$ cat src/rtl/fifo_wr_arbiter_pkg.sv
// Shared types and helpers for the FIFO write-side arbiter.
package fifo_arb_pkg;

  typedef enum logic {
    IDLE  = 1'b0,
    BURST = 1'b1
  } arb_state_e;

  // Next index in round-robin order, wrapping at n.
  function automatic int rr_next(input int idx, input int n);
    return (idx + 1 >= n) ? 0 : idx + 1;
  endfunction

endpackage

$ cat src/rtl/fifo_wr_arbiter_if.sv
// Requester handshake bundle plus the FIFO write port it feeds.
interface fifo_wr_arbiter_if #(
  parameter int NREQ  = 4,
  parameter int DSIZE = 8,
  localparam int IDW  = $clog2(NREQ)
);
  logic [NREQ-1:0]            req_valid;
  logic [NREQ-1:0]            req_last;
  logic [NREQ-1:0][DSIZE-1:0] req_data;
  logic [NREQ-1:0]            req_ready;
  logic                       wfull;
  logic                       winc;
  logic [IDW+DSIZE-1:0]       wdata;

  modport master (
    output req_valid, req_last, req_data, wfull,
    input  req_ready, winc, wdata
  );

  modport slave (
    input  req_valid, req_last, req_data, wfull,
    output req_ready, winc, wdata
  );
endinterface

$ cat src/rtl/fifo_wr_arbiter_rr_pick.sv
// Combinational round-robin selector: first requester after ptr, wrapping.
module rr_pick import fifo_arb_pkg::*; #(
  parameter int NREQ = 4,
  localparam int IDW = $clog2(NREQ)
) (
  input  logic [NREQ-1:0] req,
  input  logic [IDW-1:0]  ptr,
  output logic [IDW-1:0]  gnt_id,
  output logic            any
);
  int idx;

  always_comb begin
    gnt_id = '0;
    any    = 1'b0;
    idx    = int'(ptr);
    for (int k = 0; k < NREQ; k++) begin
      idx = rr_next(idx, NREQ);
      if (!any && req[idx[IDW-1:0]]) begin
        any    = 1'b1;
        gnt_id = idx[IDW-1:0];
      end
    end
  end
endmodule

$ cat src/rtl/fifo_wr_arbiter.sv
// Round-robin burst arbiter sharing one async-FIFO write port among NREQ requesters.
module fifo_wr_arbiter import fifo_arb_pkg::*; #(
  parameter int  NREQ      = 4,
  parameter int  DSIZE     = 8,
  parameter int  MAX_BURST = 4,
  localparam int IDW       = $clog2(NREQ)
) (
  input  logic            wclk,
  input  logic            wrst_n,
  fifo_wr_arbiter_if.slave bus,
  output logic [IDW-1:0]  grant_id,
  output logic            busy,
  output logic [15:0]     xfer_cnt
);
  localparam int BW = (MAX_BURST > 1) ? $clog2(MAX_BURST) : 1;

  arb_state_e     state;
  logic [IDW-1:0] rr_ptr;
  logic [BW-1:0]  beat_cnt;
  logic [IDW-1:0] pick_id;
  logic           pick_any;
  logic           beat;
  logic           burst_end;

  rr_pick #(.NREQ(NREQ)) u_pick (
    .req    (bus.req_valid),
    .ptr    (rr_ptr),
    .gnt_id (pick_id),
    .any    (pick_any)
  );

  // Ready/winc stay combinational so a beat is accepted in the same cycle.
  always_comb begin
    bus.req_ready = '0;
    if (state == BURST && !bus.wfull) bus.req_ready[grant_id] = 1'b1;
  end

  assign beat      = (state == BURST) && bus.req_valid[grant_id] && !bus.wfull;
  assign burst_end = bus.req_last[grant_id] || (beat_cnt == BW'(MAX_BURST - 1));
  assign bus.winc  = beat;
  assign bus.wdata = {grant_id, bus.req_data[grant_id]};
  assign busy      = (state == BURST);

  always_ff @(posedge wclk or negedge wrst_n) begin
    if (!wrst_n) begin
      state    <= IDLE;
      rr_ptr   <= IDW'(NREQ - 1);
      grant_id <= '0;
      beat_cnt <= '0;
      xfer_cnt <= '0;
    end else begin
      case (state)
        IDLE: if (pick_any) begin
          grant_id <= pick_id;
          beat_cnt <= '0;
          state    <= BURST;
        end
        BURST: if (beat) begin
          xfer_cnt <= xfer_cnt + 16'd1;
          beat_cnt <= beat_cnt + 1'b1;
          if (burst_end) begin
            rr_ptr <= grant_id;
            state  <= IDLE;
          end
        end
        default: state <= IDLE;
      endcase
    end
  end
endmodule

$ cat src/flat_wrapper.sv
// flat-port wrapper written by rule: the top's interface ports become plain ports
module fifo_wr_arbiter_flat import fifo_arb_pkg::*;
#(
  parameter int  NREQ      = 4,
  parameter int  DSIZE     = 8,
  parameter int  MAX_BURST = 4,
  localparam int IDW       = $clog2(NREQ)
)
  (wclk, wrst_n, grant_id, busy, xfer_cnt, bus_req_valid, bus_req_last, bus_req_data, bus_wfull, bus_req_ready, bus_winc, bus_wdata);
  fifo_wr_arbiter_if #(.NREQ(NREQ), .DSIZE(DSIZE)) bus_i ();
  input  logic wclk;
  input  logic wrst_n;
  output logic [IDW-1:0] grant_id;
  output logic busy;
  output logic [15:0] xfer_cnt;
  input wire logic [$bits(bus_i.req_valid)-1:0] bus_req_valid;
  input wire logic [$bits(bus_i.req_last)-1:0] bus_req_last;
  input wire logic [$bits(bus_i.req_data)-1:0] bus_req_data;
  input wire logic [$bits(bus_i.wfull)-1:0] bus_wfull;
  output wire logic [$bits(bus_i.req_ready)-1:0] bus_req_ready;
  output wire logic [$bits(bus_i.winc)-1:0] bus_winc;
  output wire logic [$bits(bus_i.wdata)-1:0] bus_wdata;
  assign bus_i.req_valid = bus_req_valid;
  assign bus_i.req_last = bus_req_last;
  assign bus_i.req_data = bus_req_data;
  assign bus_i.wfull = bus_wfull;
  assign bus_req_ready = bus_i.req_ready;
  assign bus_winc = bus_i.winc;
  assign bus_wdata = bus_i.wdata;
  fifo_wr_arbiter #(.NREQ(NREQ), .DSIZE(DSIZE), .MAX_BURST(MAX_BURST)) u_core (.wclk(wclk), .wrst_n(wrst_n), .bus(bus_i), .grant_id(grant_id), .busy(busy), .xfer_cnt(xfer_cnt));
endmodule
$ cat config.mk
export PLATFORM = sky130hd
export DESIGN_NAME = fifo_wr_arbiter_flat
export DESIGN_NICKNAME = d
export VERILOG_FILES = /design/src/rtl/fifo_wr_arbiter_pkg.sv /design/src/rtl/fifo_wr_arbiter_if.sv /design/src/rtl/fifo_wr_arbiter_rr_pick.sv /design/src/rtl/fifo_wr_arbiter.sv /design/src/flat_wrapper.sv
export SDC_FILE = /design/constraint.sdc
export NUM_CORES = 1
export LEC_CHECK = 0
export ABC_AREA = 1
export CORE_AREA = 4 4 76 64
export DETAILED_ROUTE_END_ITERATION = 6
export DIE_AREA = 0 0 80 68
export HOLD_SLACK_MARGIN = 0.12
export PLACE_DENSITY = 0.81
export SLEW_MARGIN = 20
export SYNTH_ARGS = -nofsm -noshare
export SYNTH_HDL_FRONTEND = slang
export SYNTH_SLANG_ARGS = --single-unit
$ cat constraint.sdc
create_clock -name wclk -period 3.5 [get_ports wclk]
set_input_delay 0.875 -clock wclk [delete_from_list [all_inputs] [get_ports wclk]]
set_output_delay 0.875 -clock wclk [all_outputs]
set_load 0.05 [all_outputs]
# After elaboration in Yosys (flattened, before gate mapping)
# Cells that the tools add are included.
op_classes:
  add_sub_neg: 6
  magnitude_cmp: 10
  eq_ne: 3
  n_mux: 36
  n_bitwise: 1
  reduce_logical: 16
ops:
  columns: ["op", "count"]
  rows:
  - ["$ge 32x4->1 const B", 3]
  - ["$add 16x1->16 const B", 1]
  - ["$bmux 8 s2", 1]
  - ["$lt 2x3->1 const B", 5]
  - ["$mux 1", 14]
  - ["$mux 2", 7]
  - ["$bmux 1 s2", 6]
  - ["$mux 4", 2]
  - ["$mux 8", 1]
  - ["$logic_and 1x1->1", 7]
  - ["$add 5x1->6 const B", 1]
  - ["$ge 6x3->1 const B", 1]
  - ["$reduce_and 2->1", 3]
  - ["$add 4x1->5 const B", 1]
  - ["$mux 5", 1]
  - ["$add 3x1->4 const B", 1]
  - ["$logic_not 1->1", 4]
  - ["$pmux 2 s2", 1]
  - ["$add 2x1->3 const B", 1]
  - ["$mux 3", 1]
  - ["$reduce_and 3->1", 1]
  - ["$add 2x1->2 const B", 1]
  - ["$demux 1 s2", 1]
  - ["$eq 2x2->1 const B", 1]
  - ["6 further kinds", 6]
totals:
  regBits: 23
  inputBits: 43
  elab_cells: 77

# Longest topological paths before layout
depth:
  word_depth: 18
  mapped_depth: 12
  depth_no_buf: 12

# Hierarchy
# From an unflattened synthesis, not the netlist that was laid out.
unflattened:
  hier_cells: 305
  hier_area_um2: 2088.3
by_module_without_submodules:
  columns: ["module", "n_inst", "cells_per_inst", "area_each_um2", "seq_area_each_um2"]
  rows:
  - ["fifo_wr_arbiter", 1, 235, 1662.8, 578.1]
  - ["rr_pick", 1, 70, 425.4, 0.0]

# Least setup slack after synthesis
# Ideal clock, no wire load.
synth_path:
  path_type: "input port to output port"
  startpoint: "input bus_wfull"
  endpoint: "output bus_req_ready[0]"
  arrival_time_ns: 2.097
  required_ns: 2.625
  path_slack_ns: 0.528
  cell_stages: 3
  cell_sequence: "nor2_1 > inv_1 > nor3_1"
synth_between:
  elab_chain_cells: 3
synth_rtl:
  columns: ["element", "line", "text"]
  rows:
  - ["start, declared", "flat_wrapper.sv:19", "input wire logic [$bits(bus_i.wfull)-1:0] bus_wfull;"]
  - ["$logic_not 1->1", "fifo_wr_arbiter.sv:35", "if (state == BURST && !bus.wfull) bus.req_ready[grant_id] = 1'b1;"]
  - ["$logic_and 1x1->1", "fifo_wr_arbiter.sv:35", null]
  - ["$mux 4", "fifo_wr_arbiter.sv:35", null]
  - ["end, declared", "flat_wrapper.sv:20", "output wire logic [$bits(bus_i.req_ready)-1:0] bus_req_ready;"]
# No other way between the ends.

# Worst setup path in the final report
layout_path:
  startpoint: "input bus_req_valid[3]"
  endpoint: "output bus_winc"
layout_between:
  elab_chain_cells: 4
layout_rtl:
  columns: ["element", "line", "text"]
  rows:
  - ["start, declared", "flat_wrapper.sv:16", "input wire logic [$bits(bus_i.req_valid)-1:0] bus_req_valid;"]
  - ["$bmux 1 s2", "fifo_wr_arbiter.sv:38", "assign beat = (state == BURST) && bus.req_valid[grant_id] && !bus.wfull;"]
  - ["$mux 1 (not written as such)", "fifo_wr_arbiter.sv:38", null]
  - ["$logic_and 1x1->1 (2 in series)", "fifo_wr_arbiter.sv:38", null]
  - ["end, declared", "flat_wrapper.sv:21", "output wire logic [$bits(bus_i.winc)-1:0] bus_winc;"]
# No other way between the ends. The select of a mux whose other input is x is not followed.

==> PnR_summary.wiki <==
{| class="wikitable"
! Metric !! Value
|-
| Avg Cell Area, Syn || 6.97 um^2
|-
| Clock buffer depth || 2
|-
| Count of non-filler cells in the finished layout || 395
|-
| Final weighted congestion in routability-driven placement || 0.937
|-
| Post-route setup slack || 0.643 ns
|-
| Aggregate routed wire length || 5250 um
|-
| Worst-path fanout max || 2
|-
| Cell Rows || 21
|-
| CP required || 2.62 ns
|-
| TNS Setup || 0 ns
|-
| Power spent charging and discharging nets || ~1.3 mW
|-
| Int Pwr || 0.952 mW
|-
| Placed Cells || 391
|-
| Detailed-placement wirelength estimate || about 4200 um
|-
| Number of hold-slack violations in the final timing report || 0
|-
| Post-synthesis compound-gate area fraction || 0.0887
|-
| Total routing resource utilization after global routing || 0.192
|-
| XOR/XNOR Fraction of Synth Area || 0.0722
|-
| Source of the worst register-to-register timing path || u_core.rr_ptr[0]
|-
| Cell leakage power || 1.23 nW
|-
| Number of global-route vias before repair || 1,772
|-
| Netlist Area Pre-Place || roughly 1800 um^2
|-
| Hold Path Cell Cnt || 2
|-
| Skew final || 0.00248 ns
|-
| Logic gate share of total power || 0.708
|-
| Total via count after detailed routing || 1,947
|-
| Power per standard cell area || 851 nW/um^2
|-
| WHS Endpoint || u_core.beat_cnt[1]
|-
| Number of hold buffers added after cts || 0
|-
| Number of levels the H-tree was split into || 1
|-
| Count of max-cap constraint violations || 0
|-
| Root cell of the clock tree || sky130_fd_sc_hd__clkbuf_8
|-
| Portion of netlist area occupied by mux cells || 0
|-
| Setup slack of the worst register-to-register path || 1.31 ns
|-
| Type of destination of the critical path || output pin
|-
| Buffers on Ports || 76
|-
| Clock latency on the worst-skew pair || around 0.26 ns
|-
| Post-route antenna net violation count || 0
|-
| Setup slack at placement || 0.638 ns
|-
| Fin crit period || 2.86 ns
|-
| Wire length of the first global-routing pass || 8310 um
|-
| Worst r2r path cells || 11
|-
| GRT overflow || 0
|-
| Largest net degree at the start of global routing || 23
|-
| Number of design rule violations left after detail routing || 0
|-
| Portion of the post-synthesis area used by sequential elements || 0.318
|-
| Fraction of the cycle the final worst path needs || 0.816
|-
| Distinct cell type count of the synthesized netlist || 32
|-
| Average wire per cell in the routed design || 13.3 um
|-
| Warning count from the yosys run || 0
|-
| Data arrival time of the critical path || 1.98 ns
|-
| Most common cell after layout, fill and taps aside || sky130_fd_sc_hd__nand2_1
|-
| Destination of the worst register-to-register timing path || u_core.grant_id[0]
|-
| Clock network fraction of design power || 0.073
|-
| Max-slew violations || 0
|-
| Area grow syn2layout || 45.0%
|-
| Initial standard-cell utilization of the core || 0.444
|-
| Actual transition at the worst max-transition pin || around 0.52 ns
|-
| Number of clock sinks || 23
|-
| Resize count post-CTS || 0
|-
| First drt pass iteration count || 4
|-
| Floorplan Core Area || just over 4000 um^2
|-
| Via density per instance || 4.93
|-
| Final setup vio count || 0
|-
| RSZ-0062 raised after global routing || false
|-
| Commonest non-fill, non-tap cells in the layout || 97 x sky130_fd_sc_hd__nand2_1, 62 x sky130_fd_sc_hd__clkdlybuf4s50_1, 24 x sky130_fd_sc_hd__inv_1
|-
| TritonCTS clock tree || done
|-
| Initial detailed-routing violation count || 137
|-
| Adder and majority gate portion of the synthesized area || 0.0619
|-
| Main combinational cell family by area after synthesis || simple AND/OR/NAND/NOR gates
|-
| Maximum vdd ir drop || 0.397 mV
|-
| Die Y || 68 um
|-
| # diodes || 0
|-
| Synthesized netlist cell count || roughly 260
|-
| Final-stage net count || roughly 390
|-
| Number of nets produced by synthesis || 313
|-
| Achievable Freq || 0.350 GHz
|-
| Number of antenna violations at the first check in global routing || 0
|-
| Flops & latches, synth || 23
|-
| Worst slew margin relative to its limit || 0.653
|-
| Path type of the worst min-delay path || register to register
|-
| Min-delay src || u_core.beat_cnt[1]
|-
| Total setup buffers inserted after CTS || 0
|-
| Total CTS buffers || 3
|-
| Total design power || 2.25 mW
|-
| Horizontal die dimension || 80 um
|-
| Startpoint type of the worst setup path || input pin
|-
| Synthesized-area fraction occupied by and/or/nand/nor cells || 0.375
|-
| Top-level port count || 77
|-
| Result of the run || complete, no violations
|-
| Sequential Power Share || 0.219
|-
| Floorplan die area || 5440 um^2
|-
| Clock slew at the register clock pins of the worst setup and hold paths || around 0.080 ns
|-
| CP Class || input pin to output pin
|-
| Fraction of layout cells with a size suffix above 1 || 0.0976
|-
| Sw frac || 0.576
|}
-- power by group through the flow --
stage                     clock (mW)  sequential (mW)  combinational (mW)
after CTS                      0.168            0.487                1.59
after global routing           0.176            0.505                1.72
after detailed placement           0            0.491                1.59
final                          0.163            0.492                1.59
after global placement             0            0.489                1.57
after floorplan                    0            0.666               0.945
-- flip-flops by register name, summed over array words and instances, names as in the netlist --
| name | cells |
|---|---|
| u_core.grant_id | 2 |
| u_core.xfer_cnt | 16 |
| u_core.busy | 1 |
| u_core.rr_ptr | 2 |
| u_core.beat_cnt | 2 |
-- synthesized netlist by cell type, drive strengths merged --
cell type | n | area (um^2)
nor2 | 24 | 103
ha | 9 | 113
nand3 | 17 | 90.1
xnor2 | 9 | 78.8
buf | 5 | 48.8
inv | 25 | 93.8
or2 | 1 | 6.26
nand2 | 101 | 394
o22ai | 1 | 6.26
a22oi | 11 | 82.6
a31oi | 1 | 6.26
a21oi | 3 | 15.0
nand4 | 8 | 56.3
xor2 | 6 | 52.6
o21ai | 8 | 43.8
dfrtp | 21 | 526
o21bai | 1 | 7.51
dfstp | 2 | 52.6
clkinv | 3 | 11.3
nor3 | 2 | 10.0
nand3b | 3 | 22.5
-- per-stage QoR --
step            util  hold WS (ns)  instance area (um^2)
6_report       0.644         0.520                  2640
5_1_grt        0.644         0.575                  2640
4_1_cts        0.645         0.521                  2640
3_5_place_dp   0.634         0.497                  2600
3_3_place_gp   0.634         0.486                  2600
2_1_floorplan      -         0.473                  1820
-- metal layers --
metal / vias to the layer above / GRT usage / wire length (um)
met5: - / 0 / 0
met4: 0 / 0.0232 / 26
met3: 5 / 0.0474 / 454
met2: 81 / 0.321 / 2300
met1: 870 / 0.261 / 2480
li1: 991 / - / -
-- cells by family (layout without fill, tap and decap cells) --
logic type / Yosys count / in the layout
AOI/OAI and AO/OA: 25 / 25
DFF: 23 / 23
and+or+nand+nor: 156 / 156
adders and majority gates: 9 / 9
buffers and inverters: 33 / 110
xor gates and xnor gates: 15 / 15
-- worst max path at each step --
stage / start / end / slack [ns] / cells after the start
after floorplan: bus_wfull / bus_req_ready[0] / 0.53 / 3
after global placement: bus_req_valid[3] / bus_winc / 0.64 / 6
after detailed placement: bus_req_valid[3] / bus_winc / 0.64 / 6
after CTS: bus_req_valid[3] / bus_winc / 0.63 / 6
after global routing: bus_req_valid[3] / bus_winc / 0.55 / 6
final: bus_req_valid[3] / bus_winc / 0.64 / 6
-- cell type report --
| cell class | instances | area [um^2] |
|---|---|---|
| fill | 380 | 1460 |
| multi-input combinational | 205 | 1090 |
| timing repair buffer | 78 | 751 |
| sequential | 23 | 578 |
| inverter | 28 | 105 |
| tap | 57 | 71.3 |
| clock buffer | 3 | 41.3 |
| clock inverter | 1 | 5.00 |
-- worst max-delay path, cell delays in order --
cell and delay, ns:
sky130_fd_sc_hd__clkdlybuf4s50_1 0.47, sky130_fd_sc_hd__inv_1 0.05, sky130_fd_sc_hd__o22ai_1 0.15, sky130_fd_sc_hd__nor2_1 0.08, sky130_fd_sc_hd__nor2_2 0.18, sky130_fd_sc_hd__buf_12 0.17
Note: power is estimated with default switching activity, not from simulation.
==> patch 1: new RTL, same flow settings <==
`MAX_BURST` is set to 4 in 2 places; all go to 16.
--- a/src/rtl/fifo_wr_arbiter.sv
+++ b/src/rtl/fifo_wr_arbiter.sv
@@ -3,5 +3,5 @@
   parameter int  NREQ      = 4,
   parameter int  DSIZE     = 8,
-  parameter int  MAX_BURST = 4,
+  parameter int  MAX_BURST = 16,
   localparam int IDW       = $clog2(NREQ)
 ) (
--- a/src/flat_wrapper.sv
+++ b/src/flat_wrapper.sv
@@ -4,5 +4,5 @@
   parameter int  NREQ      = 4,
   parameter int  DSIZE     = 8,
-  parameter int  MAX_BURST = 4,
+  parameter int  MAX_BURST = 16,
   localparam int IDW       = $clog2(NREQ)
 )
Function: changed (a bounded check fails within 10 cycles, from zero or initial values and one cycle with wrst_n low).
==> patch 1 against the unedited design <==
- power grew 11%
- clock power grew 10%
- global-route usage grew 2.4 points
- synthesized area grew 9.2%
- non-clock buffer count is the same
- sequential share of layout area is essentially flat
- count of clock-buffer cells in the layout is the same
- cell area grew 8.7%
- setup slack lost 0.19 ns
- wire length grew 12%
- cell count grew 7.8%
- sequential cell count grew 2
==> patch 1: results (changes against the unedited design) <==
ClkCell Share 1.75% (about the same); Post-Synth XOR/XNOR Area 5.29% (was 7.22%); Post-synth top cells nand2_1 (108), nand3_1 (30), inv_1 (26) (was nand2_1 (97), inv_1 (24), dfrtp_1 (21), nor2_1 (21), nand3_1 (16)); multi-input gates 232 (was 205); status completed (unchanged); CTS clk-pin slew, worst paths 0.10 ns (was 0.08 ns); GP Congestion 0.918 (was 0.937); DR iter-0 viols 139 (was 137); Worst VDD drop 0.499 mV (was 0.397 mV); Max-slew headroom 55.5% (was 65.3%); compound-cell area share of the yosys netlist 11.1% (was 8.87%); dpl hpwl 4.75 mm (was 4.15 mm); flop2flop setup slack 1.26 ns (was 1.31 ns); syn_nets 344 (was 313); Placed Cells 422 (was 391); non-filler cells, final 426 (was 395); FFs & Latches 25 (was 23); layout cells sized above 1 9.49% (was 9.76%); met2 Use GR 35.5% (was 32.1%); Worst setup startpoint bus_wfull (was bus_req_valid[3]); vias in the first global route 1,934 (was 1,772); clk_skew 0.00935 ns (was 0.00248 ns); largest net degree at the start of global routing 26 (was 23); dpl cell area 2820 um2 (was 2600 um2); Critical Path Sink bus_req_ready[0] (was bus_winc); unique cell type count in the Yosys netlist 30 (was 32); worst-path fanout max 4 (was 2)
-- patch 1: cell types whose count changed after synthesis, moves of 4 or more --
cell	delta
buf_2	+4
nand3_1	+14
nand2_1	+11
nor3_1	+4
xnor2_1	-6
nor2_1	-4
-- patch 1: how the worst min path moves through the flow --
stage                                           end
floorplan            u_core.beat_cnt[1]$_DFFE_PN0P_
global placement     u_core.beat_cnt[1]$_DFFE_PN0P_
detailed placement   u_core.beat_cnt[1]$_DFFE_PN0P_
CTS                  u_core.beat_cnt[1]$_DFFE_PN0P_
global route        u_core.xfer_cnt[15]$_DFFE_PN0P_
finish               u_core.beat_cnt[1]$_DFFE_PN0P_
-- patch 1: layer usage --
layer | share of wire [%] | up-vias
li1 | - | 1116
met1 | 47 | 1015
met2 | 45 | 86
met3 | 8.0 | 2
met4 | 0.36 | 0
met5 | 0 | -
-- patch 1: power by group --
group,total [uW],switching [uW],leakage [uW],internal (uW)
Sequential,520,135,0.000320,385
Combinational,1790,1200,0.000975,585
Clock,180,96.8,0.0000261,83.4
==> patch 2: new RTL, same settings <==
Without the edit above. Put one more register stage on the output `xfer_cnt`. The value now appears one clock later. The other outputs are not delayed to match.
--- a/src/rtl/fifo_wr_arbiter.sv
+++ b/src/rtl/fifo_wr_arbiter.sv
@@ -14,4 +14,6 @@
 );
   localparam int BW = (MAX_BURST > 1) ? $clog2(MAX_BURST) : 1;
+
+  logic [15:0] xfer_cnt_s0;
 
   arb_state_e     state;
@@ -48,5 +50,5 @@
       grant_id <= '0;
       beat_cnt <= '0;
-      xfer_cnt <= '0;
+      xfer_cnt_s0 <= '0;
     end else begin
       case (state)
@@ -57,5 +59,5 @@
         end
         BURST: if (beat) begin
-          xfer_cnt <= xfer_cnt + 16'd1;
+          xfer_cnt_s0 <= xfer_cnt_s0 + 16'd1;
           beat_cnt <= beat_cnt + 1'b1;
           if (burst_end) begin
@@ -68,4 +70,12 @@
     end
   end
+  always_ff @(posedge wclk or negedge wrst_n) begin
+    if (!wrst_n) begin
+      xfer_cnt <= '0;
+    end else begin
+      xfer_cnt <= xfer_cnt_s0;
+    end
+  end
+
 endmodule
 
Check against the original RTL: not equivalent (Yosys sat finds a counterexample within 4 cycles, from zero or initial values and one cycle with wrst_n low).
==> patch 2 against the unedited design <==
- hold slack got worse by 0.081 ns
- sequential cell count increased by 16
- register-to-register slack improved by 0.06 ns
- synthesized area increased by 24%
- setup slack improved by 0.0087 ns
- clock power increased by 130%
- wire length increased by 20%
- clock skew increased by 0.0045 ns
- power increased by 33%
- cell area increased by 19%
- largest cell class unchanged
==> patch 2: results (changes against the unedited design) <==
status completed (unchanged); Post-synth top cells nand2_1 (90), dfrtp_1 (37), inv_1 (27) (was nand2_1 (97), inv_1 (24), dfrtp_1 (21), nor2_1 (21), nand3_1 (16)); CTS Buffer Depth 2 (unchanged); register area share after synthesis 43.4% (was 31.8%); Worst VDD drop 0.579 mV (was 0.397 mV); WL final 6.31 mm (was 5.25 mm); DR iter-0 viols 108 (was 137); # resized after CTS 0 (unchanged); yosys warns 0 (unchanged); first-pass GRT wire length 9.83 mm (was 8.31 mm); Buffers on Ports 76 (unchanged); GP Congestion 0.820 (was 0.937); clk_skew 0.00694 ns (was 0.00248 ns); worst slew pin tran 0.829 ns (was 0.518 ns); layout cells sized above 1 12.5% (was 9.76%); Synth async-reset ratio 100% (unchanged); largest net degree at the start of global routing 40 (was 23); H-tree lvl count 2 (was 1); adder-cell share of the synthesized area 5.00% (was 6.19%); Post-Synth XOR/XNOR Area 5.44% (was 7.22%); CTS clk-pin slew, worst paths 0.07 ns; vias per inst 5.13 (was 4.93); top flop regs u_core.xfer_cnt x16, u_core.xfer_cnt_s0 x16; worst-path fanout max 2 (unchanged); drt pass-1 iters 4 (unchanged); data arrival time of the worst path 1.97 ns; clock latency on the worst-skew pair 0.29 ns (was 0.26 ns); dpl hpwl 4.68 mm (was 4.15 mm); Nets 412 (was 391); family with the most delay on the worst path buffers and inverters (unchanged); ant diodes 0 (unchanged); TritonCTS buffer count 5 (was 3); worst hold path type reg -> reg (unchanged); initial antenna violation count 0 (unchanged); slowest stage delay, CP 0.48 ns; Post-CTS Setup Inserts 0 (unchanged); post-synthesis mux area share 0% (unchanged); Clock Tree Root clkbuf_8 (unchanged); top cells by area, synth dfrtp_1 (41%), nand2_1 (15%), ha_1 (5.0%) (was dfrtp_1 (29%), nand2_1 (20%), ha_1 (6.2%)); unique cell type count in the Yosys netlist 32 (unchanged); WHS Path Cells 0 (was 2); syn_nets 332 (was 313); Sw Pwr 1570 uW (was 1290 uW); Total GRT Usage 23.5% (was 19.2%); CP max-delay cell clkdlybuf4s50_1 (unchanged); vias in the first global route 2,040 (was 1,772); compound-cell area share of the yosys netlist 7.61% (was 8.87%); worst-case reg-to-reg path depth 11 (unchanged); leak pwr 0.00152 uW (was 0.00123 uW)
patch 2: logic make-up (layout without fill, tap and decap cells):
kind of cell             after synthesis  in the layout
AND/OR/NAND/NOR                      153            153
buffers and inverters                 39            120
adder cells (fa/ha/maj)                9              9
flip-flops                            39             39
XOR/XNOR                              14             14
AO/OA/AOI/OAI                         26             26
patch 2: power by group through the flow:
stage	Combinational [uW]	Sequential (uW)	Clock [uW]
3_3_place_gp	1810	759	0
5_1_grt	1990	781	391
3_5_place_dp	1840	760	0
2_1_floorplan	1070	987	0
4_1_cts	1860	758	373
6_report	1850	758	374
patch 2: routing by layer:
layer / up-vias / track usage, % / wire (um)
li1: 1051 / - / -
met2: 88 / 40.2 / 2960
met5: - / 0 / 0
met1: 1002 / 30.2 / 2710
met3: 4 / 7.11 / 609
met4: 0 / 4.22 / 36
patch 2: final cells by class:
| class | count | area (um2) |
|---|---|---|
| multi-input combinational | 202 | 1100 |
| sequential | 39 | 978 |
| fill | 315 | 952 |
| timing repair buffer | 77 | 743 |
| inverter | 35 | 136 |
| tap | 57 | 71.3 |
| clock buffer | 5 | 68.8 |
| clock inverter | 3 | 43.8 |
patch 2: worst paths after layout:
check                                                        from                                end  slack [ns]
min in group asynchronous                                  wrst_n       u_core.xfer_cnt[9]$_DFF_PN0_        0.67
worst min register to register  u_core.xfer_cnt_s0[2]$_DFFE_PN0P_       u_core.xfer_cnt[2]$_DFF_PN0_        0.44
max in group asynchronous                                  wrst_n  u_core.xfer_cnt_s0[4]$_DFFE_PN0P_        2.30
worst max-delay path                             bus_req_valid[3]                           bus_winc        0.65
worst max register to register       u_core.rr_ptr[0]$_DFFE_PN1P_     u_core.grant_id[0]$_DFFE_PN0P_        1.37
worst min-delay path            u_core.xfer_cnt_s0[2]$_DFFE_PN0P_       u_core.xfer_cnt[2]$_DFF_PN0_        0.44
patch 2: through the flow:
step | instances | instance area (um2) | total power, uW | worst slack (ns)
2_1_floorplan | 280 | 2250 | 2050 | 0.868
3_3_place_gp | 410 | 3030 | 2570 | 0.670
3_5_place_dp | 410 | 3030 | 2600 | 0.667
4_1_cts | 418 | 3150 | 2990 | 0.654
5_1_grt | 418 | 3150 | 3160 | 0.630
6_report | 418 | 3150 | 2980 | 0.652
patch 2: worst reg2reg max path, delay by kind of cell, from the launching register on:
kind / cells / cell delay [ns]
adders and majority gates: 1 / 0.37
buffers and inverters: 3 / 0.28
DFF: 1 / 0.65
and+or+nand+nor: 7 / 0.74
